$ cat src/rtl/circuit2_driver_if.sv
// Handshake bundle between the operand producer, the datapath and the result consumer.
// master is the sequencer side; slave is the environment (producer, datapath, consumer).
interface circuit2_driver_if #(
  parameter int DATAW = 32,
  parameter int DEPTH = 4
);
  localparam int CW = $clog2(DEPTH + 1);

  logic             in_valid;
  logic             in_ready;
  logic [DATAW-1:0] in_a;
  logic [DATAW-1:0] in_b;
  logic [DATAW-1:0] in_c;
  logic [DATAW-1:0] dp_a;
  logic [DATAW-1:0] dp_b;
  logic [DATAW-1:0] dp_c;
  logic [DATAW-1:0] dp_x;
  logic [DATAW-1:0] dp_z;
  logic             out_valid;
  logic             out_ready;
  logic [DATAW-1:0] out_x;
  logic [DATAW-1:0] out_z;
  logic [CW-1:0]    out_count;
  logic             busy;

  modport master (
    input  in_valid, in_a, in_b, in_c, dp_x, dp_z, out_ready,
    output in_ready, dp_a, dp_b, dp_c, out_valid, out_x, out_z, out_count, busy
  );

  modport slave (
    output in_valid, in_a, in_b, in_c, dp_x, dp_z, out_ready,
    input  in_ready, dp_a, dp_b, dp_c, out_valid, out_x, out_z, out_count, busy
  );
endinterface

$ cat src/rtl/circuit2_driver.sv
// Issues one operand triple at a time to a LAT-cycle registered datapath and queues (x, z) results
// in a DEPTH-entry FIFO; accept-to-result latency LAT+2, in_ready held low while busy or FIFO full.
module circuit2_driver #(
  parameter int DATAW = 32,
  parameter int DEPTH = 4,
  parameter int LAT   = 1
) (
  input logic               Clk,
  input logic               Rst,
  circuit2_driver_if.master bus
);
  localparam int PW = $clog2(DEPTH);
  localparam int CW = $clog2(DEPTH + 1);
  localparam int TW = $clog2(LAT + 1);

  typedef enum logic [1:0] {
    S_IDLE,
    S_WAIT,
    S_CAPT
  } state_t;

  state_t           state;
  state_t           state_nxt;
  logic [TW-1:0]    wcnt;
  logic [PW-1:0]    wptr;
  logic [PW-1:0]    rptr;
  logic [CW-1:0]    count;
  logic [DATAW-1:0] mem_x [DEPTH];
  logic [DATAW-1:0] mem_z [DEPTH];
  logic             full;
  logic             accept;
  logic             push;
  logic             pop;

  assign full          = (count == CW'(DEPTH));
  assign pop           = bus.out_valid && bus.out_ready;
  assign bus.out_valid = (count != '0);
  assign bus.out_x     = mem_x[rptr];
  assign bus.out_z     = mem_z[rptr];
  assign bus.out_count = count;
  assign bus.busy      = (state != S_IDLE);

  always_ff @(posedge Clk or negedge Rst) begin
    if (!Rst) begin
      state <= S_IDLE;
    end else begin
      state <= state_nxt;
    end
  end

  // Rst gates in_ready so the producer never sees a ready while the block is held in reset.
  always_comb begin
    state_nxt    = state;
    accept       = 1'b0;
    push         = 1'b0;
    bus.in_ready = 1'b0;
    unique case (state)
      S_IDLE: begin
        bus.in_ready = Rst && !full;
        accept       = bus.in_valid && Rst && !full;
        if (accept) begin
          state_nxt = S_WAIT;
        end
      end
      S_WAIT: begin
        if (wcnt == TW'(1)) begin
          state_nxt = S_CAPT;
        end
      end
      S_CAPT: begin
        push      = 1'b1;
        state_nxt = S_IDLE;
      end
      default: begin
        state_nxt = S_IDLE;
      end
    endcase
  end

  always_ff @(posedge Clk or negedge Rst) begin
    if (!Rst) begin
      wcnt <= '0;
    end else if (accept) begin
      wcnt <= TW'(LAT);
    end else if (state == S_WAIT) begin
      wcnt <= wcnt - TW'(1);
    end
  end

  always_ff @(posedge Clk or negedge Rst) begin
    if (!Rst) begin
      bus.dp_a <= '0;
      bus.dp_b <= '0;
      bus.dp_c <= '0;
    end else if (accept) begin
      bus.dp_a <= bus.in_a;
      bus.dp_b <= bus.in_b;
      bus.dp_c <= bus.in_c;
    end
  end

  // Pointers wrap naturally because DEPTH is a power of two.
  always_ff @(posedge Clk or negedge Rst) begin
    if (!Rst) begin
      wptr  <= '0;
      rptr  <= '0;
      count <= '0;
      for (int i = 0; i < DEPTH; i++) begin
        mem_x[i] <= '0;
        mem_z[i] <= '0;
      end
    end else begin
      if (push) begin
        mem_x[wptr] <= bus.dp_x;
        mem_z[wptr] <= bus.dp_z;
        wptr        <= wptr + PW'(1);
      end
      if (pop) begin
        rptr <= rptr + PW'(1);
      end
      unique case ({push, pop})
        2'b10:   count <= count + CW'(1);
        2'b01:   count <= count - CW'(1);
        default: count <= count;
      endcase
    end
  end

  // Admission is gated on !full and only one op is in flight, so a capture always has room.
  a_no_overflow: assert property (@(posedge Clk) disable iff (!Rst) push |-> !full);

endmodule

$ cat src/flat_wrapper.sv
// flat-port wrapper written by rule: the top's interface ports become plain ports
module circuit2_driver_flat 
#(
  parameter int DATAW = 32,
  parameter int DEPTH = 4,
  parameter int LAT   = 1
)
  (Clk, Rst, bus_in_valid, bus_in_a, bus_in_b, bus_in_c, bus_dp_x, bus_dp_z, bus_out_ready, bus_in_ready, bus_dp_a, bus_dp_b, bus_dp_c, bus_out_valid, bus_out_x, bus_out_z, bus_out_count, bus_busy);
  circuit2_driver_if #(.DATAW(DATAW), .DEPTH(DEPTH)) bus_i ();
  input logic Clk;
  input logic Rst;
  input wire logic [$bits(bus_i.in_valid)-1:0] bus_in_valid;
  input wire logic [$bits(bus_i.in_a)-1:0] bus_in_a;
  input wire logic [$bits(bus_i.in_b)-1:0] bus_in_b;
  input wire logic [$bits(bus_i.in_c)-1:0] bus_in_c;
  input wire logic [$bits(bus_i.dp_x)-1:0] bus_dp_x;
  input wire logic [$bits(bus_i.dp_z)-1:0] bus_dp_z;
  input wire logic [$bits(bus_i.out_ready)-1:0] bus_out_ready;
  output wire logic [$bits(bus_i.in_ready)-1:0] bus_in_ready;
  output wire logic [$bits(bus_i.dp_a)-1:0] bus_dp_a;
  output wire logic [$bits(bus_i.dp_b)-1:0] bus_dp_b;
  output wire logic [$bits(bus_i.dp_c)-1:0] bus_dp_c;
  output wire logic [$bits(bus_i.out_valid)-1:0] bus_out_valid;
  output wire logic [$bits(bus_i.out_x)-1:0] bus_out_x;
  output wire logic [$bits(bus_i.out_z)-1:0] bus_out_z;
  output wire logic [$bits(bus_i.out_count)-1:0] bus_out_count;
  output wire logic [$bits(bus_i.busy)-1:0] bus_busy;
  assign bus_i.in_valid = bus_in_valid;
  assign bus_i.in_a = bus_in_a;
  assign bus_i.in_b = bus_in_b;
  assign bus_i.in_c = bus_in_c;
  assign bus_i.dp_x = bus_dp_x;
  assign bus_i.dp_z = bus_dp_z;
  assign bus_i.out_ready = bus_out_ready;
  assign bus_in_ready = bus_i.in_ready;
  assign bus_dp_a = bus_i.dp_a;
  assign bus_dp_b = bus_i.dp_b;
  assign bus_dp_c = bus_i.dp_c;
  assign bus_out_valid = bus_i.out_valid;
  assign bus_out_x = bus_i.out_x;
  assign bus_out_z = bus_i.out_z;
  assign bus_out_count = bus_i.out_count;
  assign bus_busy = bus_i.busy;
  circuit2_driver #(.DATAW(DATAW), .DEPTH(DEPTH), .LAT(LAT)) u_core (.Clk(Clk), .Rst(Rst), .bus(bus_i));
endmodule
$ cat config.mk
export PLATFORM = sky130hd
export DESIGN_NAME = circuit2_driver_flat
export DESIGN_NICKNAME = d
export VERILOG_FILES = /design/src/rtl/circuit2_driver_if.sv /design/src/rtl/circuit2_driver.sv /design/src/flat_wrapper.sv
export SDC_FILE = /design/constraint.sdc
export NUM_CORES = 1
export LEC_CHECK = 0
export ABC_AREA = 0
export BUFFER_PORTS_ARGS = -buffer_cell sky130_fd_sc_hd__buf_2
export CORE_MARGIN = 10
export CORE_UTILIZATION = 40
export CTS_BUF_LIST = sky130_fd_sc_hd__clkbuf_4
export DETAILED_ROUTE_END_ITERATION = 8
export PLACE_DENSITY = 0.7
export REMOVE_ABC_BUFFERS = 1
export SYNTH_ARGS = -nofsm -noshare
export SYNTH_HDL_FRONTEND = slang
export SYNTH_SLANG_ARGS = --single-unit
export TNS_END_PERCENT = 1
$ cat constraint.sdc
create_clock -name Clk -period 2 [get_ports Clk]
set_input_delay 0.1 -clock Clk [delete_from_list [all_inputs] [get_ports Clk]]
set_output_delay 0.1 -clock Clk [all_outputs]
set_load 0.03 [all_outputs]
[After elaboration in Yosys (flattened, before gate mapping)]
Index checks and enable logic that the tools add are counted.
Storage, ports and cells
  flip-flop bits (word level): 362
  bits in latches: 0
  bits in writable memories: 0
  memory bits (read-only): 0
  bits of input ports: 164
  memories: 0
Cells by class
  $add $sub $neg: 5
  $mul: 0
  div/mod/pow operators: 0
  magnitude comparators: 3
  equality and inequality tests: 7
  shift operators: 0
  multiplexer cells: 19
  bitwise logic cells: 2
  reductions and logical operators: 12
Operators with widths (number)
  $bwmux 128: 2
  $mux 32: 5
  $bmux 32 s2: 2
  $demux 32 s2: 1
  $ge 3x3->1 const B: 2
  $not 2->3: 2
  $pmux 3 s2: 1
  $reduce_bool 2->1: 3
  $logic_and 1x1->1: 5
  $mux 1: 5
  $add 2x1->2 const B: 2
  $eq 2x1->1 const B: 2
  $eq 2x2->1 const B: 2
  $mux 2: 2
  $ne 2x1->1 const B: 2
  $pmux 2 s2: 1
  $add 3x1->3 const B: 1
  $eq 3x3->1 const B: 1
  $lt 3x1->1 const B: 1
  $reduce_bool 3->1: 1
  $sub 3x1->3 const B: 1
  $logic_not 2->1: 1
  $reduce_and 2->1: 1
  $logic_not 1->1: 1
  $sub 1x1->1 const B: 1

[Depth between registers and ports, before layout]
  depth after elaboration: 6
  mapped depth: 9
  gate-level depth less buffers: 8

[Worst setup path after synthesis]
No wires, ideal clock.
  path kind: flip-flop to flip-flop
  start point: register u_core.count[0], in the netlist u_core.bus.out_count[0]
  end point: register u_core.count[2], in the netlist u_core.bus.out_count[2]
  setup time: 0.081 ns
  arrival time: 1.772 ns
  slack: 0.148 ns
  cell stages (with the launch flop): 8
  buffers on the path: 0
  clock period less this slack: 1.852 ns
  cells stage by stage: dfrtp_1 > o31a_1 > ha_1 > inv_1 > fa_1 > xor2_1 > nor2_1 > xor2_1
Between the ends
  cells in the longest elaborated chain, start to end: 4
RTL lines
  start, declared: line circuit2_driver.sv:27  | logic [CW-1:0] count;
  start signal, assigned: line circuit2_driver.sv:122  | 2'b10: count <= count + CW'(1);
  start signal, assigned: line circuit2_driver.sv:123  | 2'b01: count <= count - CW'(1);
  start signal, assigned: line circuit2_driver.sv:124  | default: count <= count;
  $reduce_bool 3->1 (*): line circuit2_driver.sv:37  | assign bus.out_valid = (count != '0);
  $logic_and 1x1->1 (*): line circuit2_driver.sv:36  | assign pop = bus.out_valid && bus.out_ready;
  named net u_core.pop: line circuit2_driver.sv:33  | logic pop;
  $eq 2x1->1 or $eq 2x2->1 (tied branches): line circuit2_driver.sv:121  | unique case ({push, pop})
  $pmux 3 s2 or $reduce_bool 2->1 (tied branches)
Mark *: on every way through the listed nets, which the timed path passes. The rest lies on a longest branch.
A chain may end at the register's enable or synchronous reset.

[Final worst setup path]
  start point: register u_core.rptr[0]
  end point: output bus_out_x[5]
Between the ends
  cells in the longest elaborated chain, start to end: 4
RTL lines
  start, declared: line circuit2_driver.sv:26  | logic [PW-1:0] rptr;
  start signal, assigned: line circuit2_driver.sv:119  | rptr <= rptr + PW'(1);
  $not 2->3 (implied by the code): line circuit2_driver.sv:38  | assign bus.out_x = mem_x[rptr];
  $bmux 32 s2: line circuit2_driver.sv:38
  $mux 32 (implied by the code) (2 in a row): line circuit2_driver.sv:38
  end, declared: line flat_wrapper.sv:24  | output wire logic [$bits(bus_i.out_x)-1:0] bus_out_x;
No other way between the ends. The select of a mux whose other input is x is not followed.

==> impl_metrics.toml <==
[critical_path]
endpoint_kind = "output pin"
critPathBufInv = 3
crit_family = "multiplexers"
rrSetupSlack_ns = 0.14
setup.worst_path.class = "register to output pin"
critPathRequiredTime_ns = 1.90
cp_max_fo = 8
slowest_stage = "mux4_2"
r2r_start = "u_core.bus.out_count[0]$_DFFE_PN0P_"
worstRegToRegCells = 4
slowest_delay_ns = 0.55
crit_path_start_kind = "register"
crit_arrival_ns = 2.28
crit_chain = "buf_12, buf_12, mux4_2, buf_6"
reg2reg_to = "u_core.bus.dp_a[17]$_DFFE_PN0P_"
crit_top_cell = "buf_12"

[die]
coreArea_mm2 = 0.0369
initial_core_util_pct = 40.8
die_w_um = 214
ioPinCount = 330
die_height_um = 214
rows = 70
design.die.area_mm2 = 0.0458

[clock_tree]
cts_root_buf = "clkbuf_4"
numCtsBuffers = 98
clk_pin_slew_ns = 0.07
tritoncts = "built"
cts_max_path_buffers = 3
cts_sinks = 362
cts_htree_levels = 3
clock_latency_ns = 0.76

[outcome]
status = "finished, violations left"
violations = "setup timing"

[routing]
routed_wl_um = 44400
firstDrtPassIters = 5
drc_errors = 0
avgRoutedWirePerCell_um = 21.5
drtAntennaViolNets = 0
vias_per_cell = 4.94
first_iter_violations = 333
vias = 10200

[layout]
fin_cells = 2069
layout-drive-gt1-share_pct = 59.4
nets = 1656
fin_util_pct = 57.8
area_growth_pct = 41.8
mostFrequentLayoutCells = "dfrtp_1 (359), mux2_2 (334), buf_2 (263)"
final_common_cell = "dfrtp_1"

[worst_hold_path]
hold_class = "input pin to register"
hold_start = "bus_in_b[29]"
hold-path-endpoint = "u_core.bus.dp_b[29]$_DFFE_PN0P_"
min_path_cells = 3

[run]
max_cap_violations = 0

[placement]
place.gp.congestion = 0.751
io_buffers = 329
dp_hpwl_um = 27300
placed_cells = 1680

[timing]
worst_pin_slew_ns = 1.00
setup_tns_ns = -19.60
max_freq_mhz = 420
post-route-period-util_pct = 119
rsz0062_at_grt = "yes"
worst_clock_skew_ns = 0.0487
setup_viol = 65
layout_min_cycle_time_ns = 2.38
slew_headroom_pct = 33.2
maxSlewViolCount = 0
hold_ws_ns = 0.0935
setup_slack_ns = -0.382
finalHoldViolCount = 0

[global_route]
overflow = 0
grt_start_max_net_pins = 175
track_usage_pct = 19.2
grt_pass1_wl_um = 69200
grt_pass1_vias = 11900
antenna_found_initial = 7

[synth]
yosysTopAreaCell = "dfrtp_1"
synthTopCellsByArea = "dfrtp_1 (60%), mux2_2 (25%), mux4_2 (9.6%)"
synth_top_area_share_pct = 60.2
syn_area_mm2 = 0.0150
avgSynthCellArea_um2 = 17.3
yosysWarnings = 0
ys_seq_elements = 362
synth_cell_type_count = 27
synth-seq-area-share_pct = 60.2
synth_cells = 868

[power_and_ir_drop]
leakagePower_nw = 9.66
peakVddDrop_mv = 1.21
p_per_area_mw_per_mm2 = 1840
## worst reg2reg max path: cells and delay by family, from the launching register on
family	cells	cell delay, ns
multiplexers	1	0.43
AND/OR/NAND/NOR	2	0.63
buffers and inverters	1	0.28
flip-flops	1	0.44
## cell families after synthesis
family / after synthesis / share of synthesized area [%]
adder cells (fa/ha/maj): 6 / 0.549
flip-flops: 362 / 60.2
buffers and inverters: 57 / 2.02
multiplexers: 417 / 36.0
XOR/XNOR: 6 / 0.349
AO/OA/AOI/OAI: 4 / 0.158
AND/OR/NAND/NOR: 16 / 0.715
## Yosys cell counts
cell and instances:
nand2b_1 1, o31a_1 1, buf_4 7, inv_1 8
dfrtp_1 362, xnor2_1 3, mux2i_1 1, or3_1 1
nor2b_1 1, fa_1 1, buf_2 33, buf_1 4
o21ai_0 3, nand2_1 2, and2_1 1, mux4_2 64
and3_1 1, nand4_4 1, clkbuf_1 2, xor2_1 3
nand2_2 4, mux2_1 18, nor2_1 3, or3b_4 1
ha_1 5, mux2_2 334, buf_6 3
## cell type report
cell class | instances | area (um^2)
diodes | 8 | 20.0
clock buffers | 148 | 1110
clock inverters | 23 | 95.1
fillers | 2767 | 15500
inverters | 8 | 30.0
multi-input cells | 449 | 5700
flip-flops and latches | 362 | 9070
well taps | 504 | 631
repair buffers | 567 | 4670
## worst max path at each step
stage                                             start                              end  cells past startpoint
global route                 u_core.rptr[0]$_DFFE_PN0P_                     bus_out_x[5]                      4
finish                       u_core.rptr[0]$_DFFE_PN0P_                     bus_out_x[5]                      4
CTS                          u_core.rptr[0]$_DFFE_PN0P_                     bus_out_x[5]                      4
detailed placement  u_core.bus.out_count[2]$_DFFE_PN0P_  u_core.bus.dp_b[22]$_DFFE_PN0P_                      4
global placement    u_core.bus.out_count[1]$_DFFE_PN0P_   u_core.bus.dp_a[6]$_DFFE_PN0P_                      4
floorplan                    u_core.rptr[0]$_DFFE_PN0P_                     bus_out_x[0]                      1
## stage by stage
step	setup WS, ns	area [um^2]	total power, mW
detailed placement	0.144	17600	30.3
global route	-0.529	21300	41.3
finish	-0.382	21300	39.2
global placement	0.198	17600	29.9
floorplan	-1.45	14800	24.5
CTS	-0.522	21300	39.4
## report_power, final
| part | total (mW) | internal [mW] | switching [mW] |
|---|---|---|---|
| Sequential | 13.2 | 11.1 | 2.07 |
| Clock | 6.48 | 3.35 | 3.13 |
| Combinational | 19.6 | 9.45 | 10.1 |
| Total | 39.2 | 23.9 | 15.3 |
## state kept, by name, summed over array words and instances, names as in the netlist
signal / count
u_core.bus.dp_a: 32
u_core.bus.dp_b: 32
u_core.bus.dp_c: 32
u_core.bus.out_count: 3
u_core.mem_x: 128
u_core.mem_z: 128
u_core.rptr: 2
u_core.state: 2
u_core.wcnt: 1
u_core.wptr: 2
## repair_timing
action,CTS,global route
hold buffers,204,0
setup endpoints to repair,65,88
gates resized for setup,131,2
gates cloned,1,0
endpoints found under the hold margin,721,0
buffers inserted,3,3
## per-layer routing
layer / routed length [um] / vias up / GRT usage, %
li1: - / 4508 / -
met1: 17600 / 5239 / 22.3
met2: 22400 / 395 / 32.1
met3: 3410 / 83 / 6.82
met4: 1060 / 0 / 7.16
met5: 0 / - / 0
No activity file was read; power rests on OpenSTA's default activity.
